===== src/rtl/lfsr_pkg.sv =====
// Shared types and the single-step LFSR function used by every channel.
package lfsr_pkg;

    localparam int unsigned MAX_W = 32;

    typedef enum logic {
        RUN  = 1'b0,
        LOAD = 1'b1
    } fsm_t;

    // Next Fibonacci state; an all-zero state is reseeded (seed, or 1 if seed is zero).
    function automatic logic [MAX_W-1:0] lfsr_step(
        input logic [MAX_W-1:0] state,
        input logic [MAX_W-1:0] taps,
        input logic [MAX_W-1:0] seed,
        input int unsigned      width
    );
        logic             fb;
        logic [MAX_W-1:0] nxt;
        fb  = 1'b0;
        nxt = '0;
        if (state == '0) begin
            nxt = (seed == '0) ? MAX_W'(1) : seed;
        end else begin
            fb  = ^(state & taps);
            nxt = (state >> 1) | (MAX_W'(fb) << (width - 1));
        end
        return nxt;
    endfunction

endpackage


===== src/rtl/lfsr_channel.sv =====
// One LFSR channel: state, taps and seed window plus sticky lockup/wrap flags.
module lfsr_channel
    import lfsr_pkg::*;
#(
    parameter int unsigned      WIDTH    = 5,
    parameter logic [WIDTH-1:0] RST_SEED = '0,
    parameter logic [WIDTH-1:0] RST_TAPS = '0
) (
    input  logic             clk,
    input  logic             reset,
    input  logic             step,
    input  logic             load,
    input  logic [WIDTH-1:0] seed_win,
    input  logic [WIDTH-1:0] taps_win,
    output logic             bit_out,
    output logic             lockup,
    output logic             wrapped
);

    logic [WIDTH-1:0] state;
    logic [WIDTH-1:0] taps;
    logic [WIDTH-1:0] seed;
    logic [WIDTH-1:0] nxt;
    logic             zero;

    // Candidate next state for this channel.
    always_comb begin
        zero = (state == '0);
        nxt  = WIDTH'(lfsr_step(MAX_W'(state), MAX_W'(taps), MAX_W'(seed), WIDTH));
    end

    // Load takes priority over stepping; a reseed never counts as a wrap.
    always_ff @(posedge clk or negedge reset) begin
        if (!reset) begin
            state   <= RST_SEED;
            taps    <= RST_TAPS;
            seed    <= RST_SEED;
            lockup  <= 1'b0;
            wrapped <= 1'b0;
        end else if (load) begin
            state   <= seed_win;
            taps    <= taps_win;
            seed    <= seed_win;
            lockup  <= 1'b0;
            wrapped <= 1'b0;
        end else if (step) begin
            state <= nxt;
            if (zero) begin
                lockup <= 1'b1;
            end else if (nxt == seed) begin
                wrapped <= 1'b1;
            end
        end
    end

    assign bit_out = state[0];

endmodule


===== src/rtl/lfsr_bank.sv =====
// Bank of Fibonacci LFSR channels with internal step divider and config handshake.
module lfsr_bank
    import lfsr_pkg::*;
#(
    parameter int unsigned                WIDTH    = 5,
    parameter int unsigned                CHANNELS = 7,
    parameter int unsigned                TICK_DIV = 50_000_000,
    parameter logic [WIDTH+CHANNELS-2:0]  SEED     = 11'b10101010101,
    parameter logic [WIDTH+CHANNELS-2:0]  TAPS     = 11'b11001100110
) (
    input  logic                         clk,
    input  logic                         reset,
    input  logic                         en,
    input  logic                         step_now,
    input  logic                         cfg_valid,
    output logic                         cfg_ready,
    input  logic [WIDTH+CHANNELS-2:0]    cfg_seed,
    input  logic [WIDTH+CHANNELS-2:0]    cfg_taps,
    output logic [CHANNELS-1:0]          out,
    output logic                         tick,
    output logic [CHANNELS-1:0]          lockup,
    output logic [CHANNELS-1:0]          wrapped
);

    localparam int unsigned    VW      = WIDTH + CHANNELS - 1;
    localparam int unsigned    CNT_W   = (TICK_DIV > 1) ? $clog2(TICK_DIV) : 1;
    localparam logic [CNT_W-1:0] CNT_MAX = CNT_W'(TICK_DIV - 1);

    fsm_t             fsm;
    fsm_t             fsm_nxt;
    logic [CNT_W-1:0] cnt;
    logic [CNT_W-1:0] cnt_nxt;
    logic [VW-1:0]    seed_q;
    logic [VW-1:0]    taps_q;
    logic             fire;
    logic             hs;
    logic             load;
    logic             step;

    // FSM state register.
    always_ff @(posedge clk or negedge reset) begin
        if (!reset) begin
            fsm <= RUN;
        end else begin
            fsm <= fsm_nxt;
        end
    end

    // Next state, handshake and step decode; a handshake swallows any pending step.
    always_comb begin
        fsm_nxt   = fsm;
        cfg_ready = 1'b0;
        hs        = 1'b0;
        load      = 1'b0;
        step      = 1'b0;
        fire      = en ? (cnt == CNT_MAX) : step_now;
        case (fsm)
            RUN: begin
                cfg_ready = 1'b1;
                if (cfg_valid) begin
                    hs      = 1'b1;
                    fsm_nxt = LOAD;
                end else begin
                    step = fire;
                end
            end
            LOAD: begin
                load    = 1'b1;
                fsm_nxt = RUN;
            end
            default: fsm_nxt = RUN;
        endcase
        tick = step;
    end

    // Divider: counts while enabled, wraps on the terminal count, cleared by LOAD or en=0.
    always_comb begin
        cnt_nxt = '0;
        if (!load && en && (cnt != CNT_MAX)) begin
            cnt_nxt = cnt + CNT_W'(1);
        end
    end

    // Divider register.
    always_ff @(posedge clk or negedge reset) begin
        if (!reset) begin
            cnt <= '0;
        end else begin
            cnt <= cnt_nxt;
        end
    end

    // Config capture on the handshake cycle only.
    always_ff @(posedge clk or negedge reset) begin
        if (!reset) begin
            seed_q <= SEED;
            taps_q <= TAPS;
        end else if (hs) begin
            seed_q <= cfg_seed;
            taps_q <= cfg_taps;
        end
    end

    // Channel i sees the sliding window [i+WIDTH-1:i] of the shared vectors.
    for (genvar g = 0; g < int'(CHANNELS); g++) begin : g_ch
        lfsr_channel #(
            .WIDTH    (WIDTH),
            .RST_SEED (SEED[g +: WIDTH]),
            .RST_TAPS (TAPS[g +: WIDTH])
        ) u_ch (
            .clk      (clk),
            .reset    (reset),
            .step     (step),
            .load     (load),
            .seed_win (seed_q[g +: WIDTH]),
            .taps_win (taps_q[g +: WIDTH]),
            .bit_out  (out[g]),
            .lockup   (lockup[g]),
            .wrapped  (wrapped[g])
        );
    end

endmodule


===== config.mk =====
export PLATFORM = sky130hd
export DESIGN_NAME = lfsr_bank
export DESIGN_NICKNAME = d
export VERILOG_FILES = /design/src/rtl/lfsr_pkg.sv /design/src/rtl/lfsr_channel.sv /design/src/rtl/lfsr_bank.sv
export SDC_FILE = /design/constraint.sdc
export NUM_CORES = 1
export LEC_CHECK = 0
export ABC_AREA = 1
export CAP_MARGIN = 30
export CORE_ASPECT_RATIO = 0.9
export CORE_MARGIN = 2
export CORE_UTILIZATION = 40
export CTS_BUF_LIST = sky130_fd_sc_hd__clkbuf_4 sky130_fd_sc_hd__clkbuf_8
export CTS_CLUSTER_DIAMETER = 120
export DETAILED_ROUTE_END_ITERATION = 8
export GPL_ROUTABILITY_DRIVEN = 0
export SETUP_SLACK_MARGIN = 0.2
export SLEW_MARGIN = 20
export SYNTH_ARGS = -nofsm -noshare
export SYNTH_HDL_FRONTEND = slang
export SYNTH_SLANG_ARGS = --single-unit
export TNS_END_PERCENT = 50

===== constraint.sdc =====
create_clock -name clk -period 3.02 [get_ports clk]
set_input_delay 0.604 -clock clk [delete_from_list [all_inputs] [get_ports clk]]
set_output_delay 0.604 -clock clk [all_outputs]
set_load 0.01 [all_outputs]

==> Word level (Yosys, flattened, before mapping) <==
Index checks and enable logic that the tools add are counted.
{ "word_totals": {"rom_bits": 0, "n_memories": 0, "out_inout_bits": 23, "mem_bits_rw": 0, "input_bits": 27, "latchBits": 0, "register_bits": 168} }
{ "op_classes": {"n_addsub": 1, "n_eq_ne": 16, "n_mul": 0, "div": 0, "muxes": 86, "n_shift": 0, "bitwise": 15, "n_reduce_logical": 53, "magnitude_cmp": 0} }
{ "op_table": {"columns": ["op", "n"], "rows": [
  ["$reduce_xor 32->1", 7],
  ["$mux 5", 28],
  ["$logic_not 5->1", 14],
  ["$mux 1", 56],
  ["$and 5x5->5", 7],
  ["$eq 5x5->1", 7],
  ["$or 4x5->5", 7],
  ["$reduce_bool 2->1", 15],
  ["$add 26x1->26 const B", 1],
  ["$eq 26x26->1 const B", 1],
  ["$mux 26", 1],
  ["$ne 26x26->1 const B", 1],
  ["$reduce_and 3->1", 7],
  ["$ne 2x2->1 const B", 7],
  ["$reduce_and 2->1", 7],
  ["$logic_and 1x1->1", 2],
  ["$pmux 1 s2", 1],
  ["$logic_not 1->1", 1],
  ["$not 1->1", 1]
]} }

==> Longest topological paths before layout <==
Gate-level depths: netlist (run 1).
{ "logic_depth": {"depth_word": 9, "ltp_mapped": 13} }

==> Cells and area by module <==
From an unflattened synthesis (run 1), not the netlist that was laid out.
{ "unflattened": {"cells_unflattened": 1117, "hier_area_um2": 9141.3} }
{ "by_module_without_submodules": {"columns": ["module", "instances", "area_each_um2", "cells_per_inst"], "rows": [
  ["lfsr_bank", 1, 2426.1, 326],
  ["lfsr_channel (g_ch[2].u_ch ...)", 2, 960.9, 113],
  ["lfsr_channel (g_ch[0].u_ch ...)", 2, 959.7, 113],
  ["lfsr_channel (g_ch[1].u_ch ...)", 2, 958.4, 113],
  ["lfsr_channel (g_ch[3].u_ch)", 1, 957.2, 113]
]} }

==> Least setup slack after synthesis (run 1) <==
OpenSTA, ideal clock, no wires.
{ "synth_timing": {"kind": "flip-flop to output port", "start": "register cnt[0]", "end": "output port tick", "required_ps": 2416, "n_path_buf": 1, "path_stages_with_launch": 11, "path_slack_ps": 1049, "t_arrival_ps": 1367, "cell_sequence": "dfrtp_1 ha_1 nand2_1 nor2_2 nand2_1 nor2_1 nand2_1 nand2_2 nand2_4 nor2_8 buf_4"} }
{ "synth_between": {"elab_chain_len": 4} }
{ "synth_rtl": {"columns": ["element", "line", "source"], "rows": [
  ["from (decl)", "lfsr_bank.sv:31", "logic [CNT_W-1:0] cnt;"],
  ["from (signal assigned)", "lfsr_bank.sv:89", "cnt <= cnt_nxt;"],
  ["$eq 26x26->1", "lfsr_bank.sv:56", "fire = en ? (cnt == CNT_MAX) : step_now;"],
  ["$mux 1", "lfsr_bank.sv:56", null],
  ["$mux 1", "lfsr_bank.sv:60", "if (cfg_valid) begin"],
  ["$mux 1", "lfsr_bank.sv:57", "case (fsm)"],
  ["to (decl)", "lfsr_bank.sv:20", "output logic tick,"]
]} }
No other way between the ends.

==> Final worst setup path (run 1) <==
Ends and elaborated chain as after synthesis.

==> results.yml, run 1 <==
floorplanning:
  floorplan.initialDensity_pct: 40.7
  die_w_microns: 142
  pin_count: 50
  coreArea_sq_um: 16800
  die_area_sq_um: 18200
  rows: 45
  die_h_microns: 128
final_layout:
  nNetsFinal: 974
  drive_above_1_share_pct: 12.1
  fin_cells: 1170
  final_common_cell: "nand2_1"
  final_cell_mix: "nand2_1 (320), nor2_1 (90), dfrtp_1 (78), inv_1 (75), nand3_1 (70)"
  utilization_pct: 46.4
  antennaDiodeCount: 0
  area_growth_pct: 13.9
  nFillCells: 1750
setup_path:
  crit_path_end_kind: "output pin"
  cp.arrival_ps: 1970
  crit_path_start_kind: "flip-flop"
  path_class: "flip-flop to output pin"
  worstPathRequired_ps: 2420
  path_max_fanout: 5
power:
  leakage_uw: 0.00356
  power.density_nw_per_um2: 654
  irDropWorstVdd_v: 0.000319
placement:
  port_buffers: 49
  place_ws_ps: 281
  place_inst: 1138
  hpwlAfterDp_microns: 12700
clock_tree:
  cts_buffer_depth: 2
  cts-root-buf: "clkbuf_8"
  cts_inserted_buffers: 17
  clk_pin_slew_ps: 80
  clkLatencyLatePin_ps: 450
  hold_buffers: 0
  clock-sinks: 120
  cts_tree: "built"
  htreeDepth: 4
synthesis:
  syn_area_per_cell_sq_um: 7.49
  syn_inst: 913
  yosysWarnings: 0
  synth-async-reset-ratio_pct: 100
  synth_edf_count: 0
  ys.flop_type: "dfrtp_1"
  synth_top_area_share_pct: 28.6
  yosysUniqueCellTypes: 41
  syn_nets: 941
  synthTopCellsByArea: "dfrtp_1 (29%), nand2_1 (18%), dfstp_2 (16%)"
  ys_ff_latch: 120
  syn_area_sq_um: 6840
  ys_seq_area_share_pct: 44.7
  synth_top_area_cell: "dfrtp_1"
sta:
  tightest_slew_ps: 731
  grt_setup_unrepaired: "no"
  max_freq_mhz: 388
  fin_crit_ps: 2570
  skew_ps: 10.3
  finalSetupViolCount: 0
  hold_violations: 0
  fin_setup_tns_ps: 0
  slew_viol_final: 0
  slew_headroom_pct: 51.2
  period_share_pct: 85.2
  setup_ws_ps: 446
detailed_routing:
  drt_iter0_markers: 462
  wirelength_microns: 17800
  drc: 0
  drt_pass1_iterations: 5
  wire_per_inst_microns: 15.2
  vias_per_cell: 5.08
  vias: 5948
  drtAntennaViolNets: 0
global_route:
  grt_pass1_wl_microns: 29600
  grt_pass1_vias: 5813
  grt_overflow: 0
  grtUsageTotal_pct: 21.1
  antenna_found_initial: 0
  grt_start_max_net_pins: 55
min_path:
  hold_path_class: "primary input to asynchronous set/reset pin"
outcome:
  status: "complete, no violations"
run:
  cap_violations: 0
-- cells by family after synthesis --
kind of cell	count (synthesis)	share of synthesized area, %
buffers and inverters	128	8.88
adders and majority gates	1	0.183
DFF	120	44.7
AOI/OAI and AO/OA	110	9.92
xor gates and xnor gates	35	4.48
and+or+nand+nor	519	31.8
-- worst max-delay path, cell delays in order, from the launching register on --
cell and delay (ps):
dfrtp_1 380, ha_1 180, nand2_1 80, nor2_2 130, nand2_1 70, nor2_1 130
nand2_1 80, nand2_2 80, nand2_4 120, nor2_8 120, clkbuf_2 150
-- per-stage QoR --
stage | area [sq um] | power, uW | hold WS (ps)
after global routing | 7790 | 5440 | 188
after floorplan | 6840 | 3190 | 308
after global placement | 7390 | 3600 | 444
after CTS | 7790 | 5120 | 161
after detailed placement | 7390 | 3620 | 459
final | 7790 | 5090 | 151
-- worst paths after layout --
check / startpoint / endpoint / slack (ps) / depth (start not counted)
setup / recovery: cnt[0] / tick / 450 / 10
hold / removal: reset / g_ch[5].u_ch.lockup / 150 / 1
setup reg to reg: cnt[0] / g_ch[1].u_ch.wrapped / 840 / 14
hold reg to reg: taps_q[2] / g_ch[0].u_ch.taps[2] / 470 / 2
max in group asynchronous: reset / seed_q[4] / 2080 / 2
min in group clk: taps_q[2] / g_ch[0].u_ch.taps[2] / 470 / 2
-- Yosys cell counts (4+ instances only) --
| library cell | n |
|---|---|
| a21oi_1 | 19 |
| buf_4 | 23 |
| o211ai_1 | 18 |
| inv_1 | 75 |
| nand2_1 | 320 |
| nor2_2 | 5 |
| a31oi_1 | 8 |
| nor4_1 | 4 |
| dfrtp_1 | 78 |
| xor2_1 | 17 |
| clkbuf_1 | 6 |
| dfstp_2 | 42 |
| xnor2_1 | 18 |
| o21ai_2 | 4 |
| nand4_1 | 13 |
| nor2_1 | 90 |
| buf_2 | 12 |
| o21ai_0 | 50 |
| nand3_1 | 70 |
| o211ai_2 | 5 |
| nand3b_1 | 4 |
-- timing repair --
| action | 4_1_cts | 5_1_grt |
|---|---|---|
| gates resized for setup | 1 | 2 |
| cloned | 0 | 0 |
| endpoints found under the setup margin | 1 | 1 |
| setup buffers | 0 | 0 |
| hold endpoints to repair | 0 | 0 |
-- routing by layer --
| metal | vias up | part of all wire, % | global-route usage, % |
|---|---|---|---|
| li1 | 2982 | - | - |
| met1 | 2815 | 50 | 30.4 |
| met2 | 135 | 43 | 31.8 |
| met3 | 16 | 5.3 | 4.52 |
| met4 | 0 | 1.2 | 6.59 |
| met5 | - | 0 | 0 |
-- state kept, by name, summed over array words and instances, names as in the netlist --
register and flops:
g_ch.u_ch.state 35, cnt 26, g_ch.u_ch.seed 11, g_ch.u_ch.taps 11, seed_q 11, taps_q 11
g_ch.u_ch.lockup 7, g_ch.u_ch.wrapped 7, fsm 1
-- power by group --
| group | leakage (uW) | internal (uW) | switching [uW] | total, uW |
|---|---|---|---|---|
| Combinational | 0.00189 | 546 | 870 | 1420 |
| Sequential | 0.00147 | 1920 | 267 | 2190 |
| Clock | 0.000206 | 829 | 659 | 1490 |
| Total | 0.00356 | 3290 | 1800 | 5090 |
-- area by class of cell --
type | count | area, sq um | share of cell area [%]
inverters | 81 | 307 | 3.94
clock inverters | 8 | 95.1 | 1.22
clock buffers | 24 | 305 | 3.92
well taps | 211 | 264 | 3.39
flip-flops and latches | 120 | 3060 | 39.2
repair buffers | 61 | 586 | 7.52
multi-input cells | 665 | 3170 | 40.8
No activity file was read; power rests on OpenSTA's default activity.
==> inputs of run 2 (changes only) <==
--- a/config.mk
+++ b/config.mk
@@ -7,7 +7,7 @@
 export LEC_CHECK = 0
 export ABC_AREA = 1
 export CAP_MARGIN = 30
-export CORE_ASPECT_RATIO = 0.9
+export CORE_ASPECT_RATIO = 1.2
 export CORE_MARGIN = 2
 export CORE_UTILIZATION = 40
 export CTS_BUF_LIST = sky130_fd_sc_hd__clkbuf_4 sky130_fd_sc_hd__clkbuf_8
==> run 2 against run 1 <==
Compared with the run above:
- power up 0.60%
- wire length fell by 1.2%
- clock-buffer cell count shrank 1
- sequential power hardly changed
==> results.yml, run 2 (same netlist as run 1, synthesis figures left out) <==
final_layout:
  final_cell_mix: "nand2_1 (320), nor2_1 (90), dfrtp_1 (78), inv_1 (75), nand3_1 (70)"
  largestRegisters: "g_ch.u_ch.state: 35 flops, cnt: 26 flops"
  antennaDiodeCount: 0
  regArea_sq_um: 3060
  largest_register_ffs: 35
  nNetsFinal: 972
  drive_above_1_share_pct: 11.9
  multi_input_area_sq_um: 3170
  fin_cells: 1173
  area_growth_pct: 14.0
  final_common_cell: "nand2_1"
  nFillCells: 1721
  top_register: "g_ch.u_ch.state"
  final_area_sq_um: 7790
sta:
  max_freq_mhz: 389
  slew_headroom_pct: 55.7
  grt_setup_unrepaired: "no"
  fin_setup_tns_ps: 0
  fin_crit_ps: 2570
  period_share_pct: 85.2
  tightest_slew_ps: 663
  hold_violations: 0
  slew_viol_final: 0
  skew_ps: 16.8
  finalSetupViolCount: 0
power:
  clock_power_share_pct: 30.2
  p_int_uw: 3350
  power.density_nw_per_um2: 657
  seqPwrFrac_pct: 42.5
  combPwrFrac_pct: 27.3
  leakage_uw: 0.00356
  irDropWorstVdd_v: 0.000228
  p_sw_uw: 1770
  switching_share_pct: 34.6
detailed_routing:
  wire_per_inst_microns: 15.0
  drt_iter0_markers: 390
  vias_per_cell: 5.04
  vias: 5908
  wirelength_microns: 17500
  drtAntennaViolNets: 0
  drc: 0
  drt_pass1_iterations: 5
floorplanning:
  rows: 52
  coreArea_sq_um: 16800
  die_h_microns: 147
  pin_count: 50
  floorplan.initialDensity_pct: 40.7
  die_area_sq_um: 18200
  die_w_microns: 123
global_route:
  grt_start_max_net_pins: 61
  grt_pass1_vias: 5767
  grt_pass1_wl_microns: 28900
  grtUsageTotal_pct: 20.7
  grt_overflow: 0
  antenna_found_initial: 0
placement:
  dpl-instance-area_sq_um: 7380
  hpwlAfterDp_microns: 12400
  place_inst: 1141
  port_buffers: 49
setup_path:
  path_max_fanout: 5
  cp_cell_sequence: "ha_1, nand2_1, nor2_2, nand2_1, nor2_1, nand2_1, nand2_2, nand2_4, nor2_8, clkbuf_2"
  cp.arrival_ps: 1970
  slowest_delay_ps: 370
  worstPathRequired_ps: 2420
  crit_top_cell: "nand2_1"
  path_class: "flip-flop to output pin"
  crit_path_top_delay_cell: "dfrtp_1"
  crit_path_start_kind: "flip-flop"
  crit_path_end_kind: "output pin"
  worst_r2r_path_depth: 14
clock_tree:
  post_cts_buffers: 0
  htreeDepth: 4
  cts-root-buf: "clkbuf_8"
  clock-sinks: 120
  clk_pin_slew_ps: 70
  clkLatencyLatePin_ps: 450
  cts_tree: "built"
  cts_buffer_depth: 2
  cts_inserted_buffers: 17
min_path:
  hold_path_class: "primary input to asynchronous set/reset pin"
run:
  cap_violations: 0
outcome:
  status: "complete, no violations"
-- run 2: power by group through the flow --
stage               clock (uW)  combinational [uW]  sequential, uW
floorplan                    0                1100            2090
global placement             0                1380            2200
detailed placement           0                1400            2200
CTS                       1580                1400            2180
global route              1660                1600            2220
finish                    1540                1400            2180
-- run 2: worst paths after layout --
kind | start | to | slack [ps]
worst min register to register | cnt[0] | cnt[0] | 470
worst max-delay path | cnt[0] | tick | 450
worst min-delay path | reset | g_ch[4].u_ch.lockup | 170
max in group asynchronous | reset | taps_q[9] | 2050
worst max register to register | cnt[0] | g_ch[6].u_ch.wrapped | 820
min in group clk | cnt[0] | cnt[0] | 470
-- run 2: worst max-delay path, delay by kind of cell (launching register included) --
kind	cells	cell delay, ps
fa+ha+maj	1	180
buf+inv	1	150
flops	1	370
simple gates	8	820
-- run 2: timing repair --
item	in CTS	in global routing
setup endpoints to repair	1	1
resized for setup	1	2
hold buffers	0	0
-- run 2: metrics by stage --
stage | total power (uW) | hold slack, ps | utilization [%] | worst slack, ps
after global routing | 5470 | 199 | 46.4 | 311
after floorplan | 3190 | 308 | - | 1050
after detailed placement | 3600 | 455 | 44.0 | 270
final | 5120 | 170 | 46.4 | 447
after CTS | 5160 | 176 | 46.5 | 259
after global placement | 3590 | 447 | 44.0 | 277
-- run 2: area by class of cell --
class	count	area share, %
multi-input cells	665	40.7
clock buffers	23	3.74
inverters	81	3.93
clock inverters	9	1.61
flip-flops and latches	120	39.2
repair buffers	59	7.32
well taps	216	3.47
-- run 2: layer usage --
metal	vias up	routed length, microns	GRT usage (%)
met1	2769	7820	27.0
met3	20	756	4.23
li1	2977	-	-
met4	0	232	6.02
met2	142	8740	34.4
met5	-	0	0
==> inputs of run 3 (changes only) <==
--- a/config.mk
+++ b/config.mk
@@ -14,7 +14,8 @@
 export CTS_CLUSTER_DIAMETER = 120
 export DETAILED_ROUTE_END_ITERATION = 8
 export GPL_ROUTABILITY_DRIVEN = 0
-export SETUP_SLACK_MARGIN = 0.2
+export SETUP_SLACK_MARGIN = 0.1
+export SKIP_LAST_GASP = 1
 export SLEW_MARGIN = 20
 export SYNTH_ARGS = -nofsm -noshare
 export SYNTH_HDL_FRONTEND = slang
==> run 3 against run 2 <==
Compared with the run above:
- critical endpoint unchanged
- largest power group unchanged
- combinational power hardly changed
- global-route usage stayed put
- via count about the same
- critical path depth unchanged
- core utilization is essentially flat
- highest routed layer unchanged
==> results.yml, run 3 (same netlist as run 1, synthesis figures left out) <==
outcome:
  status: "complete, no violations"
sta:
  grt_setup_unrepaired: "no"
  slew_headroom_pct: 55.7
  fin_crit_ps: 2720
  tightest_slew_ps: 663
  hold_violations: 0
  period_share_pct: 89.9
  skew_ps: 18.1
  fin_setup_tns_ps: 0
  slew_viol_final: 0
  finalSetupViolCount: 0
  max_freq_mhz: 368
detailed_routing:
  drt_pass1_iterations: 5
  wire_per_inst_microns: 14.9
  drt_iter0_markers: 414
  drtAntennaViolNets: 0
  wirelength_microns: 17500
  drc: 0
  vias_per_cell: 5.04
  vias: 5907
clock_tree:
  post_cts_buffers: 0
  cts_buffer_depth: 2
  clock-sinks: 120
  cts_tree: "built"
  clkLatencyLatePin_ps: 450
  clk_pin_slew_ps: 70
  cts-root-buf: "clkbuf_8"
  htreeDepth: 4
  cts_inserted_buffers: 17
power:
  leakage_uw: 0.00356
  switching_share_pct: 34.5
  seqPwrFrac_pct: 42.6
  p_sw_uw: 1770
  clock_power_share_pct: 30.2
  combPwrFrac_pct: 27.3
  power.density_nw_per_um2: 656
  irDropWorstVdd_v: 0.000228
  p_int_uw: 3350
setup_path:
  rr_endpoint: "g_ch[6].u_ch.wrapped"
  crit-reg2reg-launch: "cnt[0]"
  reg2reg_slack_ps: 820
  worst_r2r_path_depth: 14
  path_max_fanout: 5
  crit_path_top_delay_cell: "dfrtp_1"
  crit_path_end_kind: "output pin"
  cp_cell_sequence: "ha_1, nand2_1, nor2_2, nand2_1, nor2_1, nand2_1, nand2_2, nand2_4, nor2_8, dlygate4sd2_1"
  worstPathRequired_ps: 2420
  path_class: "flip-flop to output pin"
  slowest_delay_ps: 370
  crit_path_start_kind: "flip-flop"
  cp.arrival_ps: 2110
  crit_top_cell: "nand2_1"
final_layout:
  final_common_cell: "nand2_1"
  drive_above_1_share_pct: 11.8
  multi_input_area_sq_um: 3170
  fin_cells: 1173
  nNetsFinal: 972
  largest_register_ffs: 35
  regArea_sq_um: 3060
  top_register: "g_ch.u_ch.state"
  largestRegisters: "g_ch.u_ch.state: 35 flops, cnt: 26 flops"
  final_cell_mix: "nand2_1 (320), nor2_1 (90), dfrtp_1 (78), inv_1 (75), nand3_1 (70)"
  antennaDiodeCount: 0
  area_growth_pct: 14.1
  nFillCells: 1721
floorplanning:
  floorplan.initialDensity_pct: 40.7
  die_w_microns: 123
  die_h_microns: 147
  coreArea_sq_um: 16800
  rows: 52
  pin_count: 50
  die_area_sq_um: 18200
run:
  cap_violations: 0
global_route:
  grt_pass1_wl_microns: 28900
  grt_overflow: 0
  grt_start_max_net_pins: 61
  antenna_found_initial: 0
  grtUsageTotal_pct: 20.7
  grt_pass1_vias: 5767
min_path:
  hold_path_class: "primary input to asynchronous set/reset pin"
placement:
  place_inst: 1141
  port_buffers: 49
  hpwlAfterDp_microns: 12400
-- run 3: changes by cell type in the layout (fill, tap and decap cells not counted) --
cell           delta
clkbuf_2          -1
dlygate4sd2_1     +1
-- run 3: critical path: cells and delay by family, from the launching register on --
family | cells | cell delay, ps
adders and majority gates | 1 | 180
DFF | 1 | 370
and+or+nand+nor | 8 | 820
buffers and inverters | 1 | 300
-- run 3: cell type report --
class                   count  share of cell area (%)
clock buffers              23                    3.74
repair buffers             59                    7.37
clock inverters             9                    1.60
flip-flops and latches    120                    39.2
multi-input cells         665                    40.7
well taps                 216                    3.47
inverters                  81                    3.93
-- run 3: worst max-delay path by stage --
stage,start,to,slack [ps],depth (start not counted)
2_1_floorplan,cnt[0],tick,1050,10
3_3_place_gp,en,tick,280,6
3_5_place_dp,en,tick,270,6
4_1_cts,cnt[0],tick,260,10
5_1_grt,cnt[0],tick,170,10
6_report,cnt[0],tick,300,10
-- run 3: metrics by stage --
stage                     power (uW)  hold WS, ps  setup slack (ps)  instance area (sq um)  util, %
final                           5120          171               304                   7800     46.5
after global routing            5470          199               168                   7800     46.5
after CTS                       5160          176               259                   7800     46.5
after detailed placement        3600          455               270                   7380     44.0
after global placement          3590          447               277                   7380     44.0
after floorplan                 3190          308              1050                   6840        -
-- run 3: repair_timing --
action | in CTS | in global routing
setup endpoints to repair | 1 | 0
resized for setup | 1 | 0
hold buffers | 0 | 0
-- run 3: power by group through the flow --
stage / Sequential, uW / Combinational, uW / Clock [uW]
global placement: 2200 / 1380 / 0
floorplan: 2090 / 1100 / 0
detailed placement: 2200 / 1400 / 0
CTS: 2180 / 1400 / 1580
finish: 2180 / 1400 / 1540
global route: 2220 / 1600 / 1660
-- run 3: per-layer routing --
metal | vias to the layer above | global-route usage (%) | routed length, microns
li1 | 2978 | - | -
met1 | 2770 | 27.0 | 7820
met2 | 143 | 34.4 | 8670
met3 | 16 | 4.23 | 791
met4 | 0 | 6.02 | 226
met5 | - | 0 | 0
